==> config.mk <==
export PLATFORM = sky130hd
export DESIGN_NAME = serial_subtractor
export DESIGN_NICKNAME = d
export VERILOG_FILES = /design/src/rtl/serial_sub_pkg.sv /design/src/rtl/full_subtractor.sv /design/src/rtl/serial_subtractor.sv
export SDC_FILE = /design/constraint.sdc
export NUM_CORES = 1
export LEC_CHECK = 0
export BUFFER_PORTS_ARGS = -buffer_cell sky130_fd_sc_hd__buf_2
export CAP_MARGIN = 10
export CELL_PAD_IN_SITES_DETAIL_PLACEMENT = 1
export CELL_PAD_IN_SITES_GLOBAL_PLACEMENT = 1
export CORE_ASPECT_RATIO = 1.5
export CORE_UTILIZATION = 30
export DETAILED_ROUTE_END_ITERATION = 8
export GPL_TIMING_DRIVEN = 0
export PLACE_DENSITY = 0.69
export SLEW_MARGIN = 20
export SYNTH_ARGS = -nofsm -noshare
export SYNTH_HDL_FRONTEND = slang
export SYNTH_SLANG_ARGS = --single-unit
==> constraint.sdc <==
create_clock -name clk -period 3.1 [get_ports clk]
set_input_delay 0.62 -clock clk [delete_from_list [all_inputs] [get_ports clk]]
set_output_delay 0.62 -clock clk [all_outputs]
set_load 0.05 [all_outputs]
==> src/rtl/serial_sub_pkg.sv <==
// Shared types and constants for the bit-serial subtractor.
package serial_sub_pkg;

  localparam int WIDTH_DEFAULT = 8;

  typedef enum logic [1:0] {
    IDLE,
    RUN,
    DONE
  } state_t;

endpackage

==> src/rtl/full_subtractor.sv <==
// One-bit full subtractor: d = a - b - bin, with borrow out.
module full_subtractor (
  input  logic a,
  input  logic b,
  input  logic bin,
  output logic d,
  output logic bout
);

  assign d    = a ^ b ^ bin;
  assign bout = (~a & b) | (~(a ^ b) & bin);

endmodule

==> src/rtl/serial_subtractor.sv <==
// Bit-serial unsigned subtractor: one bit per cycle, LSB first,
// WIDTH-cycle RUN phase followed by a one-cycle DONE result pulse.
module serial_subtractor
  import serial_sub_pkg::*;
#(
  parameter int WIDTH = WIDTH_DEFAULT
) (
  input  logic             clk,
  input  logic             rst,
  input  logic             start,
  input  logic [WIDTH-1:0] a,
  input  logic [WIDTH-1:0] b,
  output logic             busy,
  output logic             done,
  output logic [WIDTH-1:0] diff,
  output logic             borrow_out
);

  localparam int CW = $clog2(WIDTH);

  state_t           r_state;
  state_t           w_next;
  logic [WIDTH-1:0] r_a;
  logic [WIDTH-1:0] r_b;
  logic [WIDTH-1:0] r_work;
  logic [WIDTH-1:0] r_diff;
  logic             r_borrow;
  logic             r_borrow_out;
  logic [CW-1:0]    r_cnt;
  logic             w_d;
  logic             w_bout;
  logic             w_accept;
  logic             w_last;

  full_subtractor u_fs (
    .a    (r_a[0]),
    .b    (r_b[0]),
    .bin  (r_borrow),
    .d    (w_d),
    .bout (w_bout)
  );

  // A new request is taken from IDLE or DONE; start during RUN is ignored.
  assign w_accept = (r_state != RUN) && start;
  assign w_last   = (r_state == RUN) && (r_cnt == '0);

  always_ff @(posedge clk) begin
    // NOTE: non-blocking assignments so every flop samples pre-edge values.
    if (rst) r_state <= IDLE;
    else     r_state <= w_next;
  end

  always_comb begin
    // NOTE: default assigned first so no path leaves w_next unassigned (no latch).
    w_next = r_state;
    unique case (r_state)
      IDLE:    if (start) w_next = RUN;
      RUN:     if (r_cnt == '0) w_next = DONE;
      DONE:    w_next = start ? RUN : IDLE;
      default: w_next = IDLE;
    endcase
  end

  always_ff @(posedge clk) begin
    if (rst) begin
      r_a          <= '0;
      r_b          <= '0;
      r_work       <= '0;
      r_diff       <= '0;
      r_borrow     <= 1'b0;
      r_borrow_out <= 1'b0;
      r_cnt        <= '0;
    end else if (w_accept) begin
      r_a      <= a;
      r_b      <= b;
      r_borrow <= 1'b0;
      r_cnt    <= CW'(WIDTH - 1);
    end else if (r_state == RUN) begin
      r_a      <= r_a >> 1;
      r_b      <= r_b >> 1;
      r_work   <= {w_d, r_work[WIDTH-1:1]};
      r_borrow <= w_bout;
      if (r_cnt != '0) r_cnt <= r_cnt - CW'(1);
      // Publish the result with the final bit folded in, on entry to DONE.
      if (w_last) begin
        r_diff       <= {w_d, r_work[WIDTH-1:1]};
        r_borrow_out <= w_bout;
      end
    end
  end

  assign busy       = (r_state == RUN);
  assign done       = (r_state == DONE);
  assign diff       = r_diff;
  assign borrow_out = r_borrow_out;

endmodule

==> reports/metrics.csv, run 1 <==
metric;value;unit
status;completed;
synth_compound_area_frac;0.155;
hold_slack;452;ps
start_kind;flip-flop;
die_h;90.6;microns
layout.cells.most_common_list;dfxtp_1 (38), buf_2 (32), nand2_1 (31);
synth_cell_type_count;25;
ant_nets;0;
rows;31;
grt_pass1_wl;6150;microns
crit_chain;nand2b_1, inv_1, buf_4, buf_2;
drive_gt1_frac;0.220;
area_delta_synth_final;22.9;%
drt-pass1-iter-count;3;
cts_max_path_buffers;2;
fin_tns_setup;0;ps
hp-class;flip-flop to flip-flop;
initial_core_util;0.319;
synth_top_area_cell;dfxtp_1;
wirelength;3580;microns
dieArea;0.00553;sq mm
cts_setup_buffers;0;
dr.first_iter.drc_count;12;
cts-htree-levels;2;
end_kind;output pin;
fmax;0.466;GHz
diodes;0;
tightest_slew;467;ps
crit_start;r_state[0];
ys_seq_area_frac;0.484;
grt_pass1_vias;1350;
yosys.area_share.simple;0.166;
design.core.area;0.00493;sq mm
leakagePower;0.820;nW
crit_arrival;1530;ps
die_w;61.1;microns
numCtsBuffers;5;
drc_errors;0;
synth-xor-area-share;0;
post_synth_main_area_contributors;dfxtp_1 (48%), mux2i_1 (10%), nand2_1 (7.4%);
min_from;diff[2];
cts_hold_buf;0;
insertion_delay;290;ps
syn-cell-area;0.00157;sq mm
grt.total_usage;0.148;
cts_tree;built;
synthesis.nets;196;
cts.sinks;38;
io_buffers;27;
grt_overflow;0;
cp_max_fo;10;
layout_commonest_cell;dfxtp_1;
rsz0062_at_grt;false;
hold_viol;0;
grt_max_degree;13;
io_pins;30;
synth_top_area_frac;0.484;
muxShareOfSynthArea;0.102;
maxSlewViolCount;0;
fin_util;0.392;
drv_cap;0;
synth_area_per_cell;9.02;sq um
num_vias;1298;
synth_top_family_by_area;simple AND/OR/NAND/NOR gates;
period_share;0.693;
wl_per_cell;13.0;microns
antenna_found_initial;0;
crit_required;2480;ps
finalSetupViolCount;0;
clock_skew;10.2;ps
root_buffer;clkbuf_8;
syn_inst;174;
peakVddDrop;0.329;mV
synth-seq-cells;38;
slew_headroom;0.689;
ys_warn_count;0;
critical_path_class;flip-flop to output pin;
critPathMaxStageDelay;400;ps
synth_fa_ha_area_frac;0.0287;
cpMaxStageDelayCell;dfxtp_1;
fin_crit;2150;ps
vias_per_cell;4.72;
place_hpwl;2640;microns
clk_pin_slew;80;ps
reg2reg_from;r_cnt[0];
ctsResizeCount;0;
pwr_density_cell;631;mW/mm^2
layout.nets;230;
gp_congestion;0.763;
==> cell usage after synthesis (all sizes together) <==
cell,instances
mux2i,16
or4,1
and4bb,1
a21oi,17
and2b,1
fa,1
o21a,3
nand2b,3
a31oi,3
ha,2
buf,11
inv,6
nand2,31
nor2,17
nand4bb,1
nor3,2
nor2b,1
clkbuf,2
dfxtp,38
a211oi,15
o21ai,1
or3,1
==> state kept, by name, indices dropped and copies added (netlist names) <==
name and flops:
borrow_out 1, diff 8, r_a 8, r_b 8, r_borrow 1, r_cnt 3, r_state 2, r_work 7
==> metal layers <==
metal	wire (microns)	GRT usage	up-vias
li1	-	-	658
met1	1530	0.170	604
met2	1860	0.251	27
met3	103	0.0272	9
met4	78	0.0682	0
met5	0	0	-
==> power breakdown <==
| part | switching [mW] | total (mW) | internal (mW) |
|---|---|---|---|
| Combinational | 0.0941 | 0.158 | 0.0642 |
| Sequential | 0.0184 | 0.538 | 0.519 |
| Clock | 0.178 | 0.521 | 0.343 |
==> area by class of cell <==
cell class	instances	area [sq um]
Buffer	13	77.6
Clock buffer	6	82.6
Clock inverter	2	60.1
Fill cell	611	3000
Inverter	6	22.5
Multi-Input combinational cell	117	709
Sequential cell	38	761
Tap cell	66	82.6
Timing Repair Buffer	27	135
==> through the flow <==
stage	power (mW)	area, sq um	cells	setup WS [ps]
floorplan	0.661	1570	174	1440
global placement	0.705	1790	267	1300
detailed placement	0.710	1790	267	1270
CTS	1.23	1930	275	939
global route	1.27	1930	275	862
finish	1.22	1930	275	953
==> worst paths after layout <==
check                                end  slack, ps  cells after the start
worst max-delay path                busy        950                      4
worst min-delay path             diff[2]        450                      2
worst max register to register  r_cnt[2]       1710                      4
worst min register to register   diff[2]        450                      2
==> logic make-up after synthesis <==
| kind of cell | Yosys count |
|---|---|
| multiplexers | 16 |
| AND/OR/NAND/NOR | 59 |
| flip-flops | 38 |
| buffers and inverters | 19 |
| adder cells (fa/ha/maj) | 3 |
| AO/OA/AOI/OAI | 39 |
==> worst max-delay path: cells and delay by family (launching register included) <==
| kind | cells | cell delay [ps] |
|---|---|---|
| flip-flops | 1 | 400 |
| buffers and inverters | 3 | 710 |
| AND/OR/NAND/NOR | 1 | 120 |
Note: power is estimated with default switching activity, not from simulation.
==> inputs of run 2 (changes only) <==
--- a/config.mk
+++ b/config.mk
@@ -13,7 +13,7 @@
 export CORE_UTILIZATION = 30
 export DETAILED_ROUTE_END_ITERATION = 8
 export GPL_TIMING_DRIVEN = 0
-export PLACE_DENSITY = 0.69
+export PLACE_DENSITY = 0.71
 export SLEW_MARGIN = 20
 export SYNTH_ARGS = -nofsm -noshare
 export SYNTH_HDL_FRONTEND = slang
==> constraint.sdc (replaced) <==
create_clock -name clk -period 1.75 [get_ports clk]
set_input_delay 0.35 -clock clk [delete_from_list [all_inputs] [get_ports clk]]
set_output_delay 0.35 -clock clk [all_outputs]
set_load 0.05 [all_outputs]
==> run 2 against run 1 <==
  * Design area down 2.8%
  * Non-clock buffer count unchanged
  * Flip-flop and latch count unchanged
  * Cell count down 0.36%
  * Via count up 0.15%
  * Die area unchanged
  * Global-route usage up 0.29 points
  * Critical endpoint unchanged
==> reports/metrics.csv, run 2 (synthesis gave the netlist of run 1 again) <==
metric;value;unit;change
status;completed;;unchanged
crit_required;1400;ps;was 2480 ps
cts-htree-levels;2;;unchanged
period_share;0.935;;
crit_arrival;1290;ps;was 1530 ps
layout.cells.most_common_list;dfxtp_1 (38), buf_2 (31), nand2_1 (31);;was dfxtp_1 (38), buf_2 (32), nand2_1 (31)
grt_pass1_vias;1324;;was 1350
drc_errors;0;;unchanged
cts_max_path_buffers;2;;unchanged
crit_chain;nand2b_1, inv_2, buf_6, buf_6;;was nand2b_1, inv_1, buf_4, buf_2
reg2reg_from;r_cnt[0];;unchanged
start_kind;flip-flop;;unchanged
wl_per_cell;13.1;microns;was 13.0 microns
gp_congestion;0.751;;was 0.763
clock_skew;4.41;ps;was 10.2 ps
place_hpwl;2650;microns;was 2640 microns
cts_tree;built;;unchanged
drive_gt1_frac;0.221;;was 0.220
grt_max_degree;12;;was 13
cts.sinks;38;;unchanged
design.core.area;0.00493;sq mm;unchanged
path_buf_inv;3;;unchanged
wirelength;3590;microns;was 3580 microns
antenna_found_initial;0;;unchanged
cp_max_fo;10;;unchanged
io_pins;30;;unchanged
initial_core_util;0.319;;unchanged
cp.depth;4;;unchanged
cp_top_family;buffers and inverters;;unchanged
fin_total_pwr;1.81;mW;was 1.22 mW
grt.total_usage;0.150;;was 0.148
layout.nets;230;;unchanged
peakVddDrop;0.286;mV;was 0.329 mV
drt-pass1-iter-count;4;;was 3
worstReg2RegEnd;r_cnt[2];;unchanged
cp_common_cell;buf_6;;
critical_path_class;flip-flop to output pin;;unchanged
insertion_delay;290;ps;about the same
reg2reg_slack;300;ps;was 1710 ps
clk_pin_slew;70;ps;was 80 ps
grt_pass1_wl;6180;microns;was 6150 microns
end_kind;output pin;;unchanged
fmax;0.611;GHz;
root_buffer;clkbuf_8;;unchanged
grt_overflow;0;;unchanged
vias_per_cell;4.74;;was 4.72
rr_worst_depth;4;;unchanged
tightest_slew;479;ps;was 467 ps
numCtsBuffers;5;;unchanged
hold_viol;0;;unchanged
rsz0062_at_grt;false;;unchanged
leakagePower;0.793;nW;was 0.820 nW
io_buffers;27;;unchanged
maxSlewViolCount;0;;unchanged
rows;31;;unchanged
dieArea;0.00553;sq mm;unchanged
fillers;621;;was 611
critPathMaxStageDelay;390;ps;was 400 ps
cpMaxStageDelayCell;dfxtp_1;;unchanged
hp-class;input pin to flip-flop;;was flip-flop to flip-flop
hold_end;r_b[7];;was diff[2]
drv_cap;0;;unchanged
slew_headroom;0.681;;was 0.689
fin_crit;1640;ps;
dr.first_iter.drc_count;29;;was 12
die_w;61.1;microns;unchanged
ant_nets;0;;unchanged
pwr_density_cell;965;mW/mm^2;was 631 mW/mm^2
min_from;b[7];;was diff[2]
die_h;90.6;microns;unchanged
layout_commonest_cell;dfxtp_1;;unchanged
cts_setup_buffers;0;;unchanged
area_delta_synth_final;19.5;%;was 22.9%
whs_path_depth;3;;was 2
num_vias;1300;;was 1298
fin_tns_setup;0;ps;unchanged
diodes;0;;unchanged
finalSetupViolCount;0;;unchanged
==> run 2: power breakdown <==
part	internal (mW)	switching, mW	leakage [nW]
combinational	0.118	0.167	0.438
sequential	0.920	0.0324	0.311
clock	0.267	0.305	0.0438
total	1.31	0.505	0.793
==> run 2: area by class of cell <==
| type | count | area [sq um] | area share |
|---|---|---|---|
| multi-input combinational | 117 | 709 | 0.378 |
| clock buffer | 5 | 68.8 | 0.0367 |
| timing repair buffer | 27 | 141 | 0.0753 |
| tap | 66 | 82.6 | 0.0440 |
| sequential | 38 | 761 | 0.405 |
| clock inverter | 2 | 10.0 | 0.00533 |
| buffer | 13 | 81.3 | 0.0433 |
| inverter | 6 | 22.5 | 0.0120 |
==> run 2: timing repair <==
action	4_1_cts	5_1_grt
resized for setup	2	2
hold buffers	0	0
setup endpoints to repair	1	1
==> run 2: per-stage QoR <==
| step | utilization | instances | instance area [sq um] | hold WS (ps) | setup WS [ps] |
|---|---|---|---|---|---|
| after global routing | 0.381 | 274 | 1880 | 367 | 39.0 |
| after floorplan | - | 174 | 1570 | 432 | 362 |
| after detailed placement | 0.363 | 267 | 1790 | 447 | 222 |
| final | 0.381 | 274 | 1880 | 342 | 114 |
| after CTS | 0.379 | 274 | 1870 | 340 | 24.5 |
| after global placement | 0.363 | 267 | 1790 | 439 | 215 |
==> run 2: how the worst max path moves through the flow <==
stage	start	endpoint
finish	r_state[0]	busy
global route	r_state[1]	busy
CTS	r_state[1]	busy
detailed placement	r_state[1]	busy
global placement	r_state[0]	busy
floorplan	r_state[1]	done
==> run 2: metal layers <==
layer	GRT usage	wire length (microns)
met1	0.176	1550
met2	0.241	1840
met3	0.0344	98
met4	0.0852	99
met5	0	0
==> run 2: worst min-delay path, delay by kind of cell <==
kind	cells	cell delay [ps]
buf+inv	1	70
mux	1	60
simple gates	1	110
==> inputs of run 3 (changes only) <==
--- a/config.mk
+++ b/config.mk
@@ -14,6 +14,7 @@
 export DETAILED_ROUTE_END_ITERATION = 8
 export GPL_TIMING_DRIVEN = 0
 export PLACE_DENSITY = 0.71
+export REMOVE_ABC_BUFFERS = 1
 export SLEW_MARGIN = 20
 export SYNTH_ARGS = -nofsm -noshare
 export SYNTH_HDL_FRONTEND = slang
==> run 3 against run 2 <==
  * Design area is 1.3% higher
  * Clock skew is 0.89 ps higher
  * Flip-flop and latch count stayed put
  * Via count is 2.5% lower
  * Sequential power is 0.4% higher
  * First-iteration DRC count is 24% lower
  * Global-route usage is 0.59 points lower
  * Critical endpoint unchanged
  * Register-to-register slack worse by 120 ps
  * Sequential share of layout area is 0.44 points lower
  * Cell count is 2.6% lower
  * Worst setup slack worse by 41 ps
  * Highest routed layer unchanged
==> reports/metrics.csv, run 3 (synthesis gave the netlist of run 1 again) <==
metric;value;unit;change
critPathMaxStageDelay;430;ps;was 390 ps
fin_tns_setup;0;ps;unchanged
io_buffers;29;;was 27
io_pins;30;;unchanged
grt_overflow;0;;unchanged
leakagePower;0.785;nW;was 0.793 nW
dr.first_iter.drc_count;22;;was 29
die_h;90.6;microns;unchanged
root_buffer;clkbuf_8;;unchanged
ant_nets;0;;unchanged
antenna_found_initial;0;;unchanged
end_kind;output pin;;unchanged
grt_max_degree;39;;was 12
drt-pass1-iter-count;2;;was 4
cts.sinks;38;;unchanged
vias_per_cell;4.75;;was 4.74
fillers;596;;was 621
layout_commonest_cell;dfxtp_1;;unchanged
grt_pass1_vias;1290;;was 1324
period_share;0.958;;was 0.935
fin_total_pwr;2.14;mW;was 1.81 mW
use_met3;0.0387;;was 0.0344
cts_max_path_buffers;2;;unchanged
fmax;0.596;GHz;was 0.611 GHz
critical_path_class;flip-flop to output pin;;unchanged
layout.nets;222;;was 230
cts_hold_buf;0;;unchanged
peakVddDrop;0.437;mV;was 0.286 mV
setup_ws;73.1;ps;was 114 ps
grt_util_met1;0.160;;was 0.176
clk_pin_slew;70;ps;about the same
insertion_delay;290;ps;about the same
place_hpwl;2060;microns;was 2650 microns
grt.total_usage;0.145;;was 0.150
gp_congestion;0.647;;was 0.751
wl_per_cell;13.0;microns;was 13.1 microns
tightest_slew;692;ps;was 479 ps
finalSetupViolCount;0;;unchanged
clock_skew;5.30;ps;was 4.41 ps
met2_usage;0.239;;was 0.241
drc_errors;0;;unchanged
crit_required;1400;ps;about the same
slew_headroom;0.539;;was 0.681
hold_viol;0;;unchanged
diodes;0;;unchanged
cpMaxStageDelayCell;dfxtp_1;;unchanged
layout.cells.most_common_list;dfxtp_1 (37), nand2_1 (31), buf_2 (29);;was dfxtp_1 (38), buf_2 (31), nand2_1 (31)
initial_core_util;0.319;;unchanged
rsz0062_at_grt;false;;unchanged
pre_cts_ws;-371;ps;was 222 ps
drive_gt1_frac;0.219;;was 0.221
num_vias;1267;;was 1300
start_kind;flip-flop;;unchanged
cp_max_fo;10;;unchanged
drv_cap;0;;unchanged
status;completed;;unchanged
stdcell_count;267;;was 274
crit_chain;nand2b_4, clkinvlp_4, buf_2;;was nand2b_1, inv_2, buf_6, buf_6
crit_arrival;1330;ps;was 1290 ps
fin_crit;1680;ps;was 1640 ps
die_w;61.1;microns;unchanged
cts-htree-levels;2;;unchanged
wirelength;3460;microns;was 3590 microns
design.core.area;0.00493;sq mm;unchanged
dieArea;0.00553;sq mm;unchanged
rows;31;;unchanged
hp-class;input pin to flip-flop;;unchanged
maxSlewViolCount;0;;unchanged
placed_cells;256;;was 267
grt_pass1_wl;5820;microns;was 6180 microns
pwr_density_cell;1120;mW/mm^2;was 965 mW/mm^2
grt-busiest-layer;met2;;unchanged
cts_tree;built;;unchanged
area_delta_synth_final;21.0;%;was 19.5%
numCtsBuffers;5;;unchanged
run 3: cell types whose count changed in the layout (fill, tap and decap cells not counted), moves of 2 or more:
cell	change
buf_2	-2
buf_4	-2
buf_6	-3
bufinv_16	+2
clkbuf_1	-2
clkinv_2	-2
nand2b_2	+2
run 3: timing repair:
action / CTS / global route
gates resized for setup: 2 / 1
setup buffers: 1 / 0
endpoints found under the setup margin: 14 / 1
cloned: 2 / 0
run 3: critical path: cells and delay by family, from the launching register on:
family	cells	cell delay, ps
buffers and inverters	2	350
flip-flops	1	430
AND/OR/NAND/NOR	1	260
run 3: path summary, 6_finish.rpt:
check,cells after the start,endpoint,from,slack [ps]
max,3,busy,r_state[1],70
min,3,r_b[7],b[7],360
max reg2reg,5,r_borrow,r_state[1],180
min reg2reg,2,diff[7],diff[7],450
run 3: per-layer routing:
metal	share of wire	vias to the layer above
li1	-	644
met1	0.44	594
met2	0.50	23
met3	0.032	6
met4	0.026	0
met5	0	-
run 3: cell type report:
class / count / area [sq um] / share of cell area
Multi-Input combinational cell: 119 / 734 / 0.386
Inverter: 6 / 26.3 / 0.0138
Sequential cell: 38 / 762 / 0.401
Clock buffer: 6 / 82.6 / 0.0434
Clock inverter: 2 / 60.1 / 0.0316
Tap cell: 66 / 82.6 / 0.0434
Timing Repair Buffer: 30 / 153 / 0.0803
run 3: through the flow:
step	hold slack, ps	utilization	cell area, sq um
final	358	0.386	1900
after global routing	398	0.386	1900
after CTS	356	0.386	1900
after detailed placement	447	0.350	1720
after global placement	439	0.349	1720
after floorplan	419	-	1490
run 3: report_power, final:
group	internal [mW]	switching (mW)
sequential	0.921	0.0358
combinational	0.102	0.162
clock	0.608	0.309
